==> src/rtl/laser_job_sched.sv <==
// Job controller and round-robin arbiter that shares one LASER two-circle core between NREQ requesters.
// Each job buffers NPTS points, streams them into a freshly reset core, and returns C1/C2 under a watchdog.
module laser_job_sched #(
   parameter int NPTS = 40,
   parameter int NREQ = 2,
   parameter int TOUT = 4000,
   parameter int TW   = 12,
   localparam int IDW = (NREQ > 1) ? $clog2(NREQ) : 1
) (
   input  logic            CLK,
   input  logic            RST,
   input  logic [NREQ-1:0] req,
   output logic [NREQ-1:0] gnt,
   input  logic            pt_valid,
   input  logic [3:0]      pt_x,
   input  logic [3:0]      pt_y,
   output logic            pt_ready,
   output logic            core_rst,
   output logic [3:0]      core_x,
   output logic [3:0]      core_y,
   input  logic            core_done,
   input  logic [3:0]      core_c1x,
   input  logic [3:0]      core_c1y,
   input  logic [3:0]      core_c2x,
   input  logic [3:0]      core_c2y,
   output logic            res_valid,
   input  logic            res_ready,
   output logic [IDW-1:0]  res_id,
   output logic            res_err,
   output logic [3:0]      res_c1x,
   output logic [3:0]      res_c1y,
   output logic [3:0]      res_c2x,
   output logic [3:0]      res_c2y,
   output logic            busy
);

   typedef enum logic [2:0] {IDLE, FILL, LOAD, RUN, RESP} state_t;

   localparam logic [5:0]    LAST_PT = 6'(NPTS - 1);
   localparam logic [TW-1:0] WD_TOP  = TW'(TOUT - 1);

   state_t          state_q, state_d;
   logic [NREQ-1:0] gnt_q, gnt_d;
   logic            pt_ready_q, pt_ready_d;
   logic            core_rst_q, core_rst_d;
   logic [3:0]      core_x_q, core_x_d, core_y_q, core_y_d;
   logic            res_valid_q, res_valid_d;
   logic            res_err_q, res_err_d;
   logic [IDW-1:0]  res_id_q, res_id_d;
   logic [15:0]     res_c_q, res_c_d;
   logic [IDW-1:0]  rr_q, rr_d;
   logic [IDW-1:0]  id_q, id_d;
   logic [5:0]      cnt_q, cnt_d;
   logic [TW-1:0]   wd_q, wd_d;
   logic [7:0]      pt_buf_q [NPTS];
   logic            wr_en_s;
   logic            found_s;
   logic [IDW-1:0]  winner_s;

   // Round-robin search from rr upward with wrap.
   always_comb begin
      int j;
      found_s  = 1'b0;
      winner_s = {IDW{1'b0}};
      for (int i = 0; i < NREQ; i++) begin
         j = int'(rr_q) + i;
         if (j >= NREQ) begin
            j = j - NREQ;
         end else begin
            j = j;
         end
         if (!found_s && req[IDW'(j)]) begin
            found_s  = 1'b1;
            winner_s = IDW'(j);
         end else begin
            found_s  = found_s;
         end
      end
   end

   // Job sequencing: next state and next values of every registered output.
   always_comb begin
      state_d     = state_q;
      gnt_d       = gnt_q;
      pt_ready_d  = pt_ready_q;
      core_x_d    = 4'd0;
      core_y_d    = 4'd0;
      res_valid_d = res_valid_q;
      res_err_d   = res_err_q;
      res_id_d    = res_id_q;
      res_c_d     = res_c_q;
      rr_d        = rr_q;
      id_d        = id_q;
      cnt_d       = cnt_q;
      wd_d        = wd_q;
      wr_en_s     = 1'b0;
      case (state_q)
         IDLE: begin
            if (found_s) begin
               state_d         = FILL;
               gnt_d           = {NREQ{1'b0}};
               gnt_d[winner_s] = 1'b1;
               pt_ready_d      = 1'b1;
               id_d            = winner_s;
               rr_d            = (winner_s == IDW'(NREQ - 1)) ? {IDW{1'b0}} : winner_s + IDW'(1);
               cnt_d           = 6'd0;
            end else begin
               state_d = IDLE;
            end
         end
         FILL: begin
            if (pt_valid && pt_ready_q) begin
               wr_en_s = 1'b1;
               if (cnt_q == LAST_PT) begin
                  state_d    = LOAD;
                  gnt_d      = {NREQ{1'b0}};
                  pt_ready_d = 1'b0;
                  cnt_d      = 6'd0;
                  core_x_d   = pt_buf_q[6'd0][3:0];
                  core_y_d   = pt_buf_q[6'd0][7:4];
               end else begin
                  cnt_d = cnt_q + 6'd1;
               end
            end else begin
               cnt_d = cnt_q;
            end
         end
         LOAD: begin
            // core_x/core_y run one index ahead of cnt so point k is present during LOAD cycle k.
            if (cnt_q == LAST_PT) begin
               state_d = RUN;
               cnt_d   = 6'd0;
               wd_d    = {TW{1'b0}};
            end else begin
               cnt_d    = cnt_q + 6'd1;
               core_x_d = pt_buf_q[cnt_q + 6'd1][3:0];
               core_y_d = pt_buf_q[cnt_q + 6'd1][7:4];
            end
         end
         RUN: begin
            if (core_done) begin
               state_d     = RESP;
               res_valid_d = 1'b1;
               res_err_d   = 1'b0;
               res_id_d    = id_q;
               res_c_d     = {core_c1x, core_c1y, core_c2x, core_c2y};
            end else if (wd_q == WD_TOP) begin
               state_d     = RESP;
               res_valid_d = 1'b1;
               res_err_d   = 1'b1;
               res_id_d    = id_q;
               res_c_d     = 16'd0;
            end else begin
               wd_d = wd_q + TW'(1);
            end
         end
         RESP: begin
            if (res_ready) begin
               state_d     = IDLE;
               res_valid_d = 1'b0;
            end else begin
               state_d = RESP;
            end
         end
         default: begin
            state_d     = IDLE;
            gnt_d       = {NREQ{1'b0}};
            pt_ready_d  = 1'b0;
            res_valid_d = 1'b0;
         end
      endcase
      // Core is held in reset everywhere except LOAD and RUN, so every job starts from a clean core.
      core_rst_d = ((state_d == LOAD) || (state_d == RUN)) ? 1'b0 : 1'b1;
   end

   // Control and output registers.
   always_ff @(posedge CLK or posedge RST) begin
      if (RST) begin
         state_q     <= IDLE;
         gnt_q       <= {NREQ{1'b0}};
         pt_ready_q  <= 1'b0;
         core_rst_q  <= 1'b1;
         core_x_q    <= 4'd0;
         core_y_q    <= 4'd0;
         res_valid_q <= 1'b0;
         res_err_q   <= 1'b0;
         res_id_q    <= {IDW{1'b0}};
         res_c_q     <= 16'd0;
         rr_q        <= {IDW{1'b0}};
         id_q        <= {IDW{1'b0}};
         cnt_q       <= 6'd0;
         wd_q        <= {TW{1'b0}};
      end else begin
         state_q     <= state_d;
         gnt_q       <= gnt_d;
         pt_ready_q  <= pt_ready_d;
         core_rst_q  <= core_rst_d;
         core_x_q    <= core_x_d;
         core_y_q    <= core_y_d;
         res_valid_q <= res_valid_d;
         res_err_q   <= res_err_d;
         res_id_q    <= res_id_d;
         res_c_q     <= res_c_d;
         rr_q        <= rr_d;
         id_q        <= id_d;
         cnt_q       <= cnt_d;
         wd_q        <= wd_d;
      end
   end

   // Point buffer is pure datapath; every entry is rewritten before it is read.
   always_ff @(posedge CLK) begin
      if (wr_en_s) begin
         pt_buf_q[cnt_q] <= {pt_y, pt_x};
      end
   end

   assign gnt       = gnt_q;
   assign pt_ready  = pt_ready_q;
   assign core_rst  = core_rst_q;
   assign core_x    = core_x_q;
   assign core_y    = core_y_q;
   assign res_valid = res_valid_q;
   assign res_err   = res_err_q;
   assign res_id    = res_id_q;
   assign res_c1x   = res_c_q[15:12];
   assign res_c1y   = res_c_q[11:8];
   assign res_c2x   = res_c_q[7:4];
   assign res_c2y   = res_c_q[3:0];
   assign busy      = (state_q != IDLE);

endmodule

==> config.mk <==
export PLATFORM = sky130hd
export DESIGN_NAME = laser_job_sched
export DESIGN_NICKNAME = d
export VERILOG_FILES = /design/src/rtl/laser_job_sched.sv
export SDC_FILE = /design/constraint.sdc
export NUM_CORES = 1
export LEC_CHECK = 0
export CAP_MARGIN = 40
export CORE_UTILIZATION = 60
export DETAILED_ROUTE_END_ITERATION = 8
export HOLD_SLACK_MARGIN = 0.08
export PLACE_DENSITY_LB_ADDON = 0.1
export SYNTH_ARGS = -nofsm -noshare
export SYNTH_HDL_FRONTEND = slang
export SYNTH_SLANG_ARGS = --single-unit
==> constraint.sdc <==
create_clock -name CLK -period 2.5 [get_ports CLK]
set_input_delay 0.5 -clock CLK [delete_from_list [all_inputs] [get_ports CLK]]
set_output_delay 0.5 -clock CLK [all_outputs]
set_load 0.02 [all_outputs]
==> results.md <==
* Status: finished, final reports clean
* Worst setup path class: register to register
* Crit path largest cell delay at 0.50 ns
* Vias post-DR at 8185
* Total gr overflow at 0
* CTS Hold Bufs at 0
* Syn Inst Count at 819
* Crit end category: register
* Num CTS Buffers at 39
* Detailed-route wire length at 31700 um
* PD cells at 1040 nW/um^2
* Skew-Pair Late Insertion Delay at 0.52 ns
* Seq cells post-synth at 374
* Max stage delay cell, worst path: dfrtp_4
* Gr usage total at 0.255
* CP required at 2.90 ns
* Clk root buf: clkbuf_16
* Vias per cell at 6.21
* First-pass GRT wire length at 48500 um
* Fraction of layout cells with a size suffix above 1 at 0.237
* Row cnt at 57
* Clock slew at reported path FFs at 0.06 ns
* RSZ-0062 raised after global routing: false
* Buffers on Ports at 61
* Core area at 24500 um^2
* Pre-CTS worst setup slack at -0.227 ns
* Nets at 996
* P&R area growth vs syn at 19.0%
* Clock Tree Buf Depth at 3
* Crit-path max FO at 33
* Clk sink count at 374
* Diodes inserted at 0
* Utilization after layout at 0.733
* H-tree Lvls at 2
* Maximum capacitance violations at 0
* DRT antenna net count at 0
* Power, Total at 18.7 mW
* Fmax at 410 MHz
* Mean Syn Cell Area at 18.4 um^2
* Wire per inst at 24.1 um
* Ys Warns at 0
* Crit path DAT at 2.84 ns
* RePlAce Congestion at 0.901
* Die area at 25800 um^2
* Startpoint types: register
* Hold Violations, Final at 0
* Fill count at 1423
* IO Count at 63
* Die H at 161 um
* Min Tclk post-route at 2.44 ns
* Share of flip-flops with an asynchronous set or reset at 0.144
* Die Wd at 161 um
* Max IR drop VDD at 0.819 mV
* Leak pwr at 6.24 nW
* Remaining DRCs at 0
* Worst setup margin at 0.0583 ns
* Initial Utilization at 0.616
* Crit-path cells: ha_4, buf_12, mux4_2, mux2i_1, a32oi_1, a31o_1
* Pin count of the biggest net entering global routing at 41
* Hpwl dp at 20000 um
* Worst min-delay path class: primary input to async pin
* Net Count, Synth at 852
* EDFF count, synth at 320
* Most common flop cell mapped by yosys: edfxtp_1
* Slew headroom at 0.568
* Netlist cell types at 62
* Initial antenna violation count at 0
* Final setup violation count at 0
* Share of the yosys chip area belonging to registers at 0.727
* Vias in the first global route at 8390
* Final period util at 0.977
* Slew @ Worst Pin at 0.643 ns
* Drt first pass iters at 7
* Initial drt markers at 925
* Final Max Tran Viols at 0
* Fin Clk Skew at 0.00990 ns
* CTS tree: done
* Hold Worst Slack at 0.318 ns
* Synth Cell Area at 15100 um^2
cells in the final DEF, fill, tap and decap left out, types with 9 or more instances in the layout:
cell type,count
a21oi_1,10
a22o_1,18
a32oi_1,9
buf_4,77
clkbuf_16,41
clkdlybuf4s50_1,60
dfrtp_1,51
edfxtp_1,320
inv_1,11
mux2i_1,30
mux4_2,78
nand2_1,45
nand3_1,14
nor2_1,63
o2bb2ai_1,9
per-stage QoR:
| stage | cells | instance area [um^2] | TNS (ns) |
|---|---|---|---|
| floorplan | 819 | 15100 | 0 |
| global placement | 1243 | 16600 | -8.08 |
| detailed placement | 1243 | 16600 | -35.65 |
| CTS | 1314 | 17900 | 0 |
| global route | 1317 | 17900 | 0 |
| finish | 1317 | 17900 | 0 |
repair_timing:
item / CTS / global route
endpoints found under the setup margin: 1 / 5
pin swaps: 0 / 1
setup buffers: 0 / 3
gates resized for setup: 1 / 5
layer usage:
metal	routed length (um)	global-route usage	share of wire	vias to the layer above
li1	-	-	-	3589
met5	0	0	0	-
met2	15900	0.420	0.50	347
met4	1020	0.102	0.032	0
met1	12800	0.347	0.40	4180
met3	2020	0.0393	0.064	69
cell type report:
class,count,area [um^2],share of cell area
flip-flops and latches,374,11000,0.612
multi-input cells,390,3850,0.215
repair buffers,146,1350,0.0754
clock buffers,52,1100,0.0612
well taps,324,405,0.0226
clock inverters,19,219,0.0122
inverters,12,45.0,0.00251
state kept, by name, indices dropped and copies added, names as in the netlist:
name / flops
core_rst: 1
res_c_q: 16
rr_q: 1
pt_buf_q: 320
state_q: 3
id_q: 1
wd_q: 12
res_valid: 1
gnt: 2
pt_ready: 1
res_id: 1
core_y: 4
core_x: 4
cnt_q: 6
res_err: 1
worst max-delay path: cells and delay by family (launching register included):
family / cells / cell delay, ns
muxes: 2 / 0.72
AOI/OAI and AO/OA: 2 / 0.45
buffers and inverters: 1 / 0.25
adders and majority gates: 1 / 0.38
DFF: 1 / 0.50
Yosys cell counts, drive strengths merged, types with 2 or more instances:
library cell,number,area share
a22oi,8,0.0040
mux2i,33,0.022
a21oi,10,0.0033
nor3,6,0.0020
nand2b,5,0.0021
a22o,18,0.010
nor3b,2,0.0013
ha,2,0.0017
inv,12,0.0030
nand3,14,0.0046
nor4,2,0.00083
edfxtp,320,0.64
nand3b,4,0.0020
nand4,5,0.0021
o2bb2ai,9,0.0052
and3,4,0.0017
buf,29,0.013
nand4b,2,0.0012
nor2,63,0.016
clkbuf,14,0.0035
and2,2,0.00083
xnor2,6,0.0035
and4,2,0.0012
o21ai,10,0.0033
dfrtp,53,0.088
a31o,8,0.0046
a21o,2,0.0010
nor2b,6,0.0025
mux4,80,0.12
a211oi,3,0.0015
or4,2,0.0010
a2bb2oi,2,0.0012
a221o,2,0.0013
nand2,45,0.011
xor2,5,0.0042
o22ai,3,0.0012
a32oi,9,0.0052
o31ai,2,0.0010
power breakdown:
part | switching [mW] | internal [mW] | total (mW)
registers | 0.154 | 7.05 | 7.20
clock network | 2.25 | 3.60 | 5.85
logic | 2.97 | 2.69 | 5.66
total | 5.37 | 13.3 | 18.7
logic make-up (layout without fill, tap and decap cells):
kind of cell / count (synthesis) / in the layout / share of synthesized area
DFF: 374 / 374 / 0.727
and+or+nand+nor: 167 / 167 / 0.0517
muxes: 114 / 114 / 0.143
AOI/OAI and AO/OA: 96 / 96 / 0.0496
buffers and inverters: 55 / 229 / 0.0195
xor gates and xnor gates: 11 / 11 / 0.00764
adders and majority gates: 2 / 2 / 0.00166
final timing paths:
path / start / endpoint / slack, ns / depth (start not counted)
worst max-delay path: cnt_q[0]$_DFFE_PP0P_ / core_y[3]$_DFF_PP0_ / 0.06 / 6
worst min-delay path: RST / cnt_q[1]$_DFFE_PP0P_ / 0.32 / 2
worst max register to register: cnt_q[0]$_DFFE_PP0P_ / core_y[3]$_DFF_PP0_ / 0.06 / 6
worst min register to register: id_q$_DFFE_PP0P_ / id_q$_DFFE_PP0P_ / 0.48 / 2
max in group asynchronous: RST / core_rst$_DFF_PP1_ / 1.51 / 3
min in group CLK: id_q$_DFFE_PP0P_ / id_q$_DFFE_PP0P_ / 0.48 / 2
Power figures use the tool's default switching activity.
